===== config.mk =====
export PLATFORM = sky130hd
export DESIGN_NAME = pipeline_hazard_ctrl
export DESIGN_NICKNAME = d
export VERILOG_FILES = /design/src/rtl/pipeline_hazard_ctrl.sv
export SDC_FILE = /design/constraint.sdc
export NUM_CORES = 1
export LEC_CHECK = 0
export ABC_AREA = 1
export CAP_MARGIN = 20
export CORE_MARGIN = 2
export CORE_UTILIZATION = 39
export CTS_BUF_LIST = sky130_fd_sc_hd__clkbuf_8 sky130_fd_sc_hd__clkbuf_16
export DETAILED_ROUTE_END_ITERATION = 10
export GPL_TIMING_DRIVEN = 0
export PLACE_DENSITY = 0.87
export SYNTH_ARGS = -nofsm -noshare
export SYNTH_HDL_FRONTEND = slang
export SYNTH_SLANG_ARGS = --single-unit
export TNS_END_PERCENT = 30

===== constraint.sdc =====
create_clock -name clk -period 5 [get_ports clk]
set_input_delay 1 -clock clk [delete_from_list [all_inputs] [get_ports clk]]
set_output_delay 1 -clock clk [all_outputs]
set_load 0.01 [all_outputs]

===== src/rtl/pipeline_hazard_ctrl.sv =====
// Stall/flush sequencer for the 5-stage pipeline: load-use, MDU and LSU holds,
// EX redirect flushes, and tracking of in-flight fetches so stale responses are dropped.
module pipeline_hazard_ctrl #(
  parameter int unsigned RA_W    = 5,
  parameter int unsigned MAX_OUT = 2,
  parameter int unsigned CNT_W   = 2
) (
  input  logic            clk,
  input  logic            rst,
  input  logic            id_valid,
  input  logic [RA_W-1:0] id_rs1,
  input  logic [RA_W-1:0] id_rs2,
  input  logic            id_rs1_ren,
  input  logic            id_rs2_ren,
  input  logic            ex_valid,
  input  logic [RA_W-1:0] ex_rd,
  input  logic            ex_reg_wen,
  input  logic            ex_mem_ren,
  input  logic            ex_mdu_start,
  input  logic            mdu_done,
  input  logic            lsu_req,
  input  logic            lsu_resp,
  input  logic            ex_redirect,
  input  logic            ifu_req_fire,
  input  logic            ifu_resp_valid,
  output logic            stall_if,
  output logic            stall_id,
  output logic            stall_ex,
  output logic            stall_mem,
  output logic            bubble_ex,
  output logic            bubble_mem,
  output logic            flush_id,
  output logic            drop_resp,
  output logic            ifu_req_allow,
  output logic [1:0]      dbg_state
);

  localparam int unsigned SUM_W = CNT_W + 1;

  typedef enum logic {RUN, LSU_WAIT} state_t;

  state_t           state;
  logic             mdu_pend;
  logic [CNT_W-1:0] out_cnt;
  logic [CNT_W-1:0] drop_cnt;

  logic             in_lsu_wait;
  logic             mem_wait;
  logic             mdu_wait;
  logic             load_use;
  logic             redirect;
  logic             drop_now;
  logic [SUM_W-1:0] cnt_sum;
  logic [CNT_W-1:0] out_cnt_nxt;
  logic [CNT_W-1:0] drop_cnt_nxt;

  assign in_lsu_wait = (state == LSU_WAIT);
  assign mem_wait    = (!in_lsu_wait && lsu_req && !lsu_resp) || (in_lsu_wait && !lsu_resp);
  assign mdu_wait    = (mdu_pend || ex_mdu_start) && !mdu_done;
  assign load_use    = id_valid && ex_valid && ex_mem_ren && ex_reg_wen && (ex_rd != '0) &&
                       (((id_rs1 == ex_rd) && id_rs1_ren) || ((id_rs2 == ex_rd) && id_rs2_ren));
  // A redirect under any EX hold is ignored; EX presents it again once released.
  assign redirect    = ex_redirect && ex_valid && !(mem_wait || mdu_wait);
  assign drop_now    = redirect ? ifu_resp_valid : (ifu_resp_valid && (drop_cnt != '0));

  // Outstanding-fetch count: saturating, and a response with nothing in flight is ignored.
  always_comb begin
    cnt_sum = {1'b0, out_cnt} + SUM_W'(ifu_req_fire);
    if (ifu_resp_valid && (cnt_sum != '0)) cnt_sum = cnt_sum - SUM_W'(1);
    if (cnt_sum > SUM_W'(MAX_OUT)) cnt_sum = SUM_W'(MAX_OUT);
    out_cnt_nxt = cnt_sum[CNT_W-1:0];
    if (redirect) drop_cnt_nxt = out_cnt_nxt;
    else if (drop_now) drop_cnt_nxt = drop_cnt - CNT_W'(1);
    else drop_cnt_nxt = drop_cnt;
  end

  always_ff @(posedge clk) begin
    if (rst) begin
      state    <= RUN;
      mdu_pend <= 1'b0;
      out_cnt  <= '0;
      drop_cnt <= '0;
    end else begin
      case (state)
        RUN:      if (lsu_req && !lsu_resp) state <= LSU_WAIT;
        LSU_WAIT: if (lsu_resp) state <= RUN;
        default:  state <= RUN;
      endcase
      if (mdu_done) mdu_pend <= 1'b0;
      else if (ex_mdu_start) mdu_pend <= 1'b1;
      out_cnt  <= out_cnt_nxt;
      drop_cnt <= drop_cnt_nxt;
    end
  end

  // Priority: memory wait, MDU wait, redirect, load-use. All outputs quiet in reset.
  always_comb begin
    stall_if      = 1'b0;
    stall_id      = 1'b0;
    stall_ex      = 1'b0;
    stall_mem     = 1'b0;
    bubble_ex     = 1'b0;
    bubble_mem    = 1'b0;
    flush_id      = 1'b0;
    drop_resp     = 1'b0;
    ifu_req_allow = 1'b0;
    dbg_state     = 2'b00;
    if (!rst) begin
      if (mem_wait) begin
        stall_if  = 1'b1;
        stall_id  = 1'b1;
        stall_ex  = 1'b1;
        stall_mem = 1'b1;
      end else if (mdu_wait) begin
        stall_if   = 1'b1;
        stall_id   = 1'b1;
        stall_ex   = 1'b1;
        bubble_mem = 1'b1;
      end else if (redirect) begin
        flush_id  = 1'b1;
        bubble_ex = 1'b1;
      end else if (load_use) begin
        stall_if  = 1'b1;
        stall_id  = 1'b1;
        bubble_ex = 1'b1;
      end
      drop_resp     = drop_now;
      ifu_req_allow = (out_cnt < CNT_W'(MAX_OUT));
      dbg_state     = {mdu_pend, in_lsu_wait};
    end
  end

endmodule


== Yosys cells after proc, flatten, opt, wreduce, memory -nomap -nowiden ==
Cells that the tools add are included.

* Flip-flop bits (word level): 6
* Latch bits: 0
* Bits in writable memories: 0
* ROM bits: 0
* Input bits: 30
* Output and inout port bits: 11
* Word-level logic and storage cells: 72
* Memories kept: 0

* Add/subtract/negate cells: 3
* Multiply operators: 0
* Divide/modulo/power cells: 0
* $lt $le $gt $ge: 2
* Equality and inequality tests: 2
* Shift operators: 0
* Muxes and demuxes: 31
* Bitwise gates (word level): 1
* Reduce and logical (&&, ||, !) cells: 29

{| class="wikitable"
|+ Operator list
! kind !! count
|-
| 2-to-1 mux 1 bit || 25
|-
| logical AND 1 bit || 16
|-
| == test 5 bit || 2
|-
| 2-to-1 mux 2 bit || 4
|-
| nonzero test 5 bit || 1
|-
| logical NOT 1 bit || 4
|-
| logical OR 1 bit || 4
|-
| nonzero test 2 bit || 2
|-
| adder 2 x 1 -> 3 bit || 1
|-
| > comparator 3 x 2 -> 1 bit, second input constant || 1
|-
| 2-to-1 mux 3 bit || 1
|-
| nonzero test 3 bit || 1
|-
| subtractor 3 x 1 -> 3 bit, second input constant || 1
|-
| less-than comparator 2 bit, second input constant || 1
|-
| one-hot mux 1 bit (2 select lines) || 1
|-
| OR reduction 2 bit || 1
|-
| subtractor 2 x 1 -> 2 bit, second input constant || 1
|-
| NOT 1 bit || 1
|}

== Logic depth before layout (Yosys ltp) ==
* Word-level depth: 11
* Gate-level depth with buffers: 13
* Mapped depth without buffers: 13

== Least setup slack after synthesis ==
No wires, ideal clock.

* Path kind: input to output
* Start: input port ex_rd[1]
* End: output port stall_if
* Arrival: 1.694 ns
* Data required time: 4.000 ns
* Slack: 2.306 ns
* Stages on the path: 9
* Path buffers: 1
* Cell sequence: inv_1 -> nand2_1 -> o21ai_0 -> nor2_1 -> nand3_1 -> nand2_1 -> nand3_1 -> nand2_1 -> buf_4

* Word-level cells in the longest chain between the ends: 9
* Elaborated cells on any way between the ends: 13
* Those cells by class: eq/ne: 2; mux: 5; reduce/logical: 6

{| class="wikitable"
|+ Ends and longest elaborated chain
! element !! RTL line !! RTL
|-
| start: declaration || 16 || <nowiki>input logic [RA_W-1:0] ex_rd,</nowiki>
|-
| == test 5 bit || 61 || <nowiki>(((id_rs1 == ex_rd) && id_rs1_ren) || ((id_rs2 == ex_rd) && id_rs2_ren));</nowiki>
|-
| logical AND 1 bit || 61 ||
|-
| logical OR 1 bit || 61 ||
|-
| logical AND 1 bit * || 60 || <nowiki>assign load_use = id_valid && ex_valid && ex_mem_ren && ex_reg_wen && (ex_rd != '0) &&</nowiki>
|-
| 2-to-1 mux 1 bit * (5 in series) || n/a ||
|-
| end: declaration || 26 || <nowiki>output logic stall_if,</nowiki>
|}

Mark *: on every way between the ends. The rest lies on a longest branch, timed or not.

== Worst setup path in the final report ==
* Start: input port ex_rd[2]
* End: output port stall_if

* Word-level cells in the longest chain between the ends: 9
* Elaborated cells on any way between the ends: 13
* Those cells by class: eq/ne: 2; mux: 5; reduce/logical: 6

{| class="wikitable"
|+ Ends and longest elaborated chain
! element !! RTL line !! RTL
|-
| == test 5 bit || 61 ||
|-
| logical AND 1 bit || 61 ||
|-
| logical OR 1 bit || 61 ||
|-
| logical AND 1 bit * || 60 ||
|-
| 2-to-1 mux 1 bit * || 122 || <nowiki>end else if (load_use) begin</nowiki>
|-
| 2-to-1 mux 1 bit * || 119 || <nowiki>end else if (redirect) begin</nowiki>
|-
| 2-to-1 mux 1 bit * || 114 || <nowiki>end else if (mdu_wait) begin</nowiki>
|-
| 2-to-1 mux 1 bit * || 109 || <nowiki>if (mem_wait) begin</nowiki>
|-
| 2-to-1 mux 1 bit * || 108 || <nowiki>if (!rst) begin</nowiki>
|}

Marked as above.

==> metrics.md <==
| Metric | Value |
|---|---|
| Buffers from clock root to sink, at most | `2` |
| Library cell with the largest summed area after synthesis | `sky130_fd_sc_hd__dfxtp_1` |
| Cell types with the largest area share after synthesis | `sky130_fd_sc_hd__dfxtp_1 18%, sky130_fd_sc_hd__inv_1 13%, sky130_fd_sc_hd__nor2_1 12%` |
| CP delay by family, top | `buffers and inverters` |
| Type of element launching the critical path | `primary input` |
| Gates resized, CTS repair | `0` |
| Share of post-route cells with drive strength above 1 | `7.14%` |
| Outcome | `complete, no violations` |
| Die width | `45.8 um` |
| Power Dens Cells | `236 mW/mm^2` |
| Final global-route overflow total | `0` |
| Leading cell type in the layout, fill and taps excluded | `sky130_fd_sc_hd__clkdlybuf4s50_1` |
| Total length of routed wires | `1860 um` |
| Dpl hpwl | `1630 um` |
| Cell Chain, Critical Path | `clkdlybuf4s50_1 -> inv_1 -> nand2_1 -> o21ai_0 -> nor2_1 -> nand3_1 -> nand2_1 -> nand3_1 -> nand2_1 -> buf_4 -> clkdlybuf4s50_1` |
| Count of clock tree sinks | `6` |
| Number of diodes | `0` |
| Synthesis-stage register bit count | `6` |
| Maximum resistive drop on vdd | `0.200 mV` |
| Layout-stage area growth over the synthesis result | `68.0%` |
| Sum of buffers and inverters on the critical path | `4` |
| Seq/Total Area, Yosys | `17.6%` |
| Global placer's final weighted congestion | `0.830` |
| Antenna violations before repair | `0` |
| Post-layout min period | `3820 ps` |
| Vias after detailed routing | `822` |
| Routed wirelength normalized by instance count | `10.9 um` |
| CTS tree | `yes` |
| Worst-Skew Late Latency | `220 ps` |
| Worst Path Arrival | `2820 ps` |
| Final standard cell count with taps included and fillers excluded | `171` |
| Most frequent cells in the layout | `40 x sky130_fd_sc_hd__clkdlybuf4s50_1, 24 x sky130_fd_sc_hd__inv_1, 21 x sky130_fd_sc_hd__nor2_1` |
| Cell area after technology mapping | `681 um^2` |
| 1st-iter DRT viols | `11` |
| CP most frequent cell | `sky130_fd_sc_hd__nand2_1` |
| I/O pin cnt | `41` |
| Total count of max-transition violations in the final report | `0` |
| Chip height | `45.8 um` |
| Required time of the critical path | `4000 ps` |
| Port buffer count | `40` |
| Worst setup EP type | `output port` |
| Critical path class | `in -> out` |
| Number of buffers inserted during clock tree synthesis | `3` |
| CTS clock-pin slew for the worst setup and hold paths | `30 ps` |
| Global-route wire length before repair | `2970 um` |
| Area occupied by multi-input gates | `454 um^2` |
| Post-cts hold buffer count | `0` |
| Pin count of the biggest net entering global routing | `11` |
| Via count of the first global-routing pass | `749` |
| Worst R2R Setup Slack | `3120 ps` |
| Number of warning messages in the yosys log | `0` |
| Cells after synthesis | `111` |
| Total track usage | `19.9%` |
| Row count | `15` |
| Placeable core region | `0.00169 mm^2` |
| Max-cap violations | `0` |
| Final-report setup violation count | `0` |
| Skew final | `5.45 ps` |
| Leak | `0.000576 uW` |
| Final net count | `192` |
| DIE AREA | `0.00210 mm^2` |
| Detail-routed via count per cell | `4.81` |
| Number of cells after detailed placement | `168` |
| Worst min-delay path category | `reg -> reg` |
| Clock tree root buffer cell | `sky130_fd_sc_hd__clkbuf_8` |
| Fin. Hold Viols | `0` |
| Number of DRC violations after detailed routing | `0` |
| DRT antenna net count | `0` |
| Unique masters post-synth | `20` |
| CTS H-tree lvls | `1` |
| First drt pass iteration count | `4` |
| Sum Neg Setup Slack | `0 ps` |
| Setup Buffers After CTS | `0` |
| Final-layout fill cell count | `147` |
| Synthesized area per cell | `6.13 um^2` |
| Max-slew headroom at the worst pin | `85.8%` |
| RSZ-0062 raised after global routing | `no` |
| Share of the cycle needed by the critical path after routing | `76.4%` |
| Worst slack on hold paths | `573 ps` |
| Initial core utilization | `40.3%` |
| Delay of the slowest cell on the worst path | `520 ps` |
| Slowest cell on the critical path | `sky130_fd_sc_hd__clkdlybuf4s50_1` |
| Top-area cell type share of the netlist area | `17.6%` |
| Slew @ Worst Pin | `211 ps` |
| Achievable frequency | `0.262 GHz` |
| Register area | `120 um^2` |
| Worst-path maximum fanout | `3` |
| Syn_nets | `147` |
## per-layer routing
| layer | track usage, % | share of wire, % |
|---|---|---|
| met3 | 4.37 | 3.3 |
| met4 | 9.71 | 1.6 |
| met5 | 0 | 0 |
| met1 | 21.9 | 40 |
| met2 | 35.5 | 55 |
## layout make-up
class                   instances  area share (%)
multi-input cells              78            39.7
well taps                      17            1.86
plain buffers                   2            1.09
flip-flops and latches          6            10.5
repair buffers                 40            35.0
clock buffers                   3            3.61
inverters                      25            8.21
## final timing paths
path | start | endpoint | depth (start not counted)
setup reg to reg | out_cnt[0] | drop_cnt[0] | 13
hold / removal | in_lsu_wait | in_lsu_wait | 2
setup / recovery | ex_rd[2] | stall_if | 11
hold reg to reg | in_lsu_wait | in_lsu_wait | 2
## cells in the mapped netlist, drive strengths merged
master  number
clkinv       1
nand4        3
and2         1
a211oi       1
xor2         6
ha           6
o21ai        5
buf          2
o21bai       3
nand3       11
inv         24
nor2        22
dfxtp        6
nand2       20
## worst reg2reg max path: stages, from the launching register on
cell	delay (ps)
sky130_fd_sc_hd__dfxtp_1	290
sky130_fd_sc_hd__ha_1	190
sky130_fd_sc_hd__ha_1	290
sky130_fd_sc_hd__inv_1	50
sky130_fd_sc_hd__ha_1	200
sky130_fd_sc_hd__ha_1	210
sky130_fd_sc_hd__inv_1	50
sky130_fd_sc_hd__nand2_1	70
sky130_fd_sc_hd__nand2_1	90
sky130_fd_sc_hd__nand2_1	90
sky130_fd_sc_hd__nand3_1	90
sky130_fd_sc_hd__nand3_1	60
sky130_fd_sc_hd__nand2_1	70
sky130_fd_sc_hd__inv_1	40
## registers in the layout, summed over array words and instances, names as in the netlist
signal	count
drop_cnt	2
mdu_pend	1
out_cnt	2
in_lsu_wait	1
## report_power, final
part | internal, uW | switching, uW | total, uW | leakage [uW]
clock network | 51.8 | 21.7 | 73.5 | 0.0000216
registers | 57.7 | 5.59 | 63.3 | 0.0000495
logic | 66.8 | 66.4 | 133 | 0.000505
total | 176 | 93.7 | 270 | 0.000576
## kinds of logic after synthesis
logic type	Yosys count	synth area share, %
flip-flops	6	17.6
buffers and inverters	27	15.6
XOR/XNOR	6	7.72
AO/OA/AOI/OAI	9	11.4
AND/OR/NAND/NOR	57	36.6
adder cells (fa/ha/maj)	6	11.0
## metrics by stage
step	util (%)	setup slack, ps	area (um^2)	power [uW]
CTS	67.7	1160	1140	272
finish	67.7	1180	1140	270
floorplan	-	2310	681	143
global route	67.7	1040	1140	296
global placement	65.3	1250	1100	190
detailed placement	65.3	1170	1100	198
(Power assumes the default switching activity.)
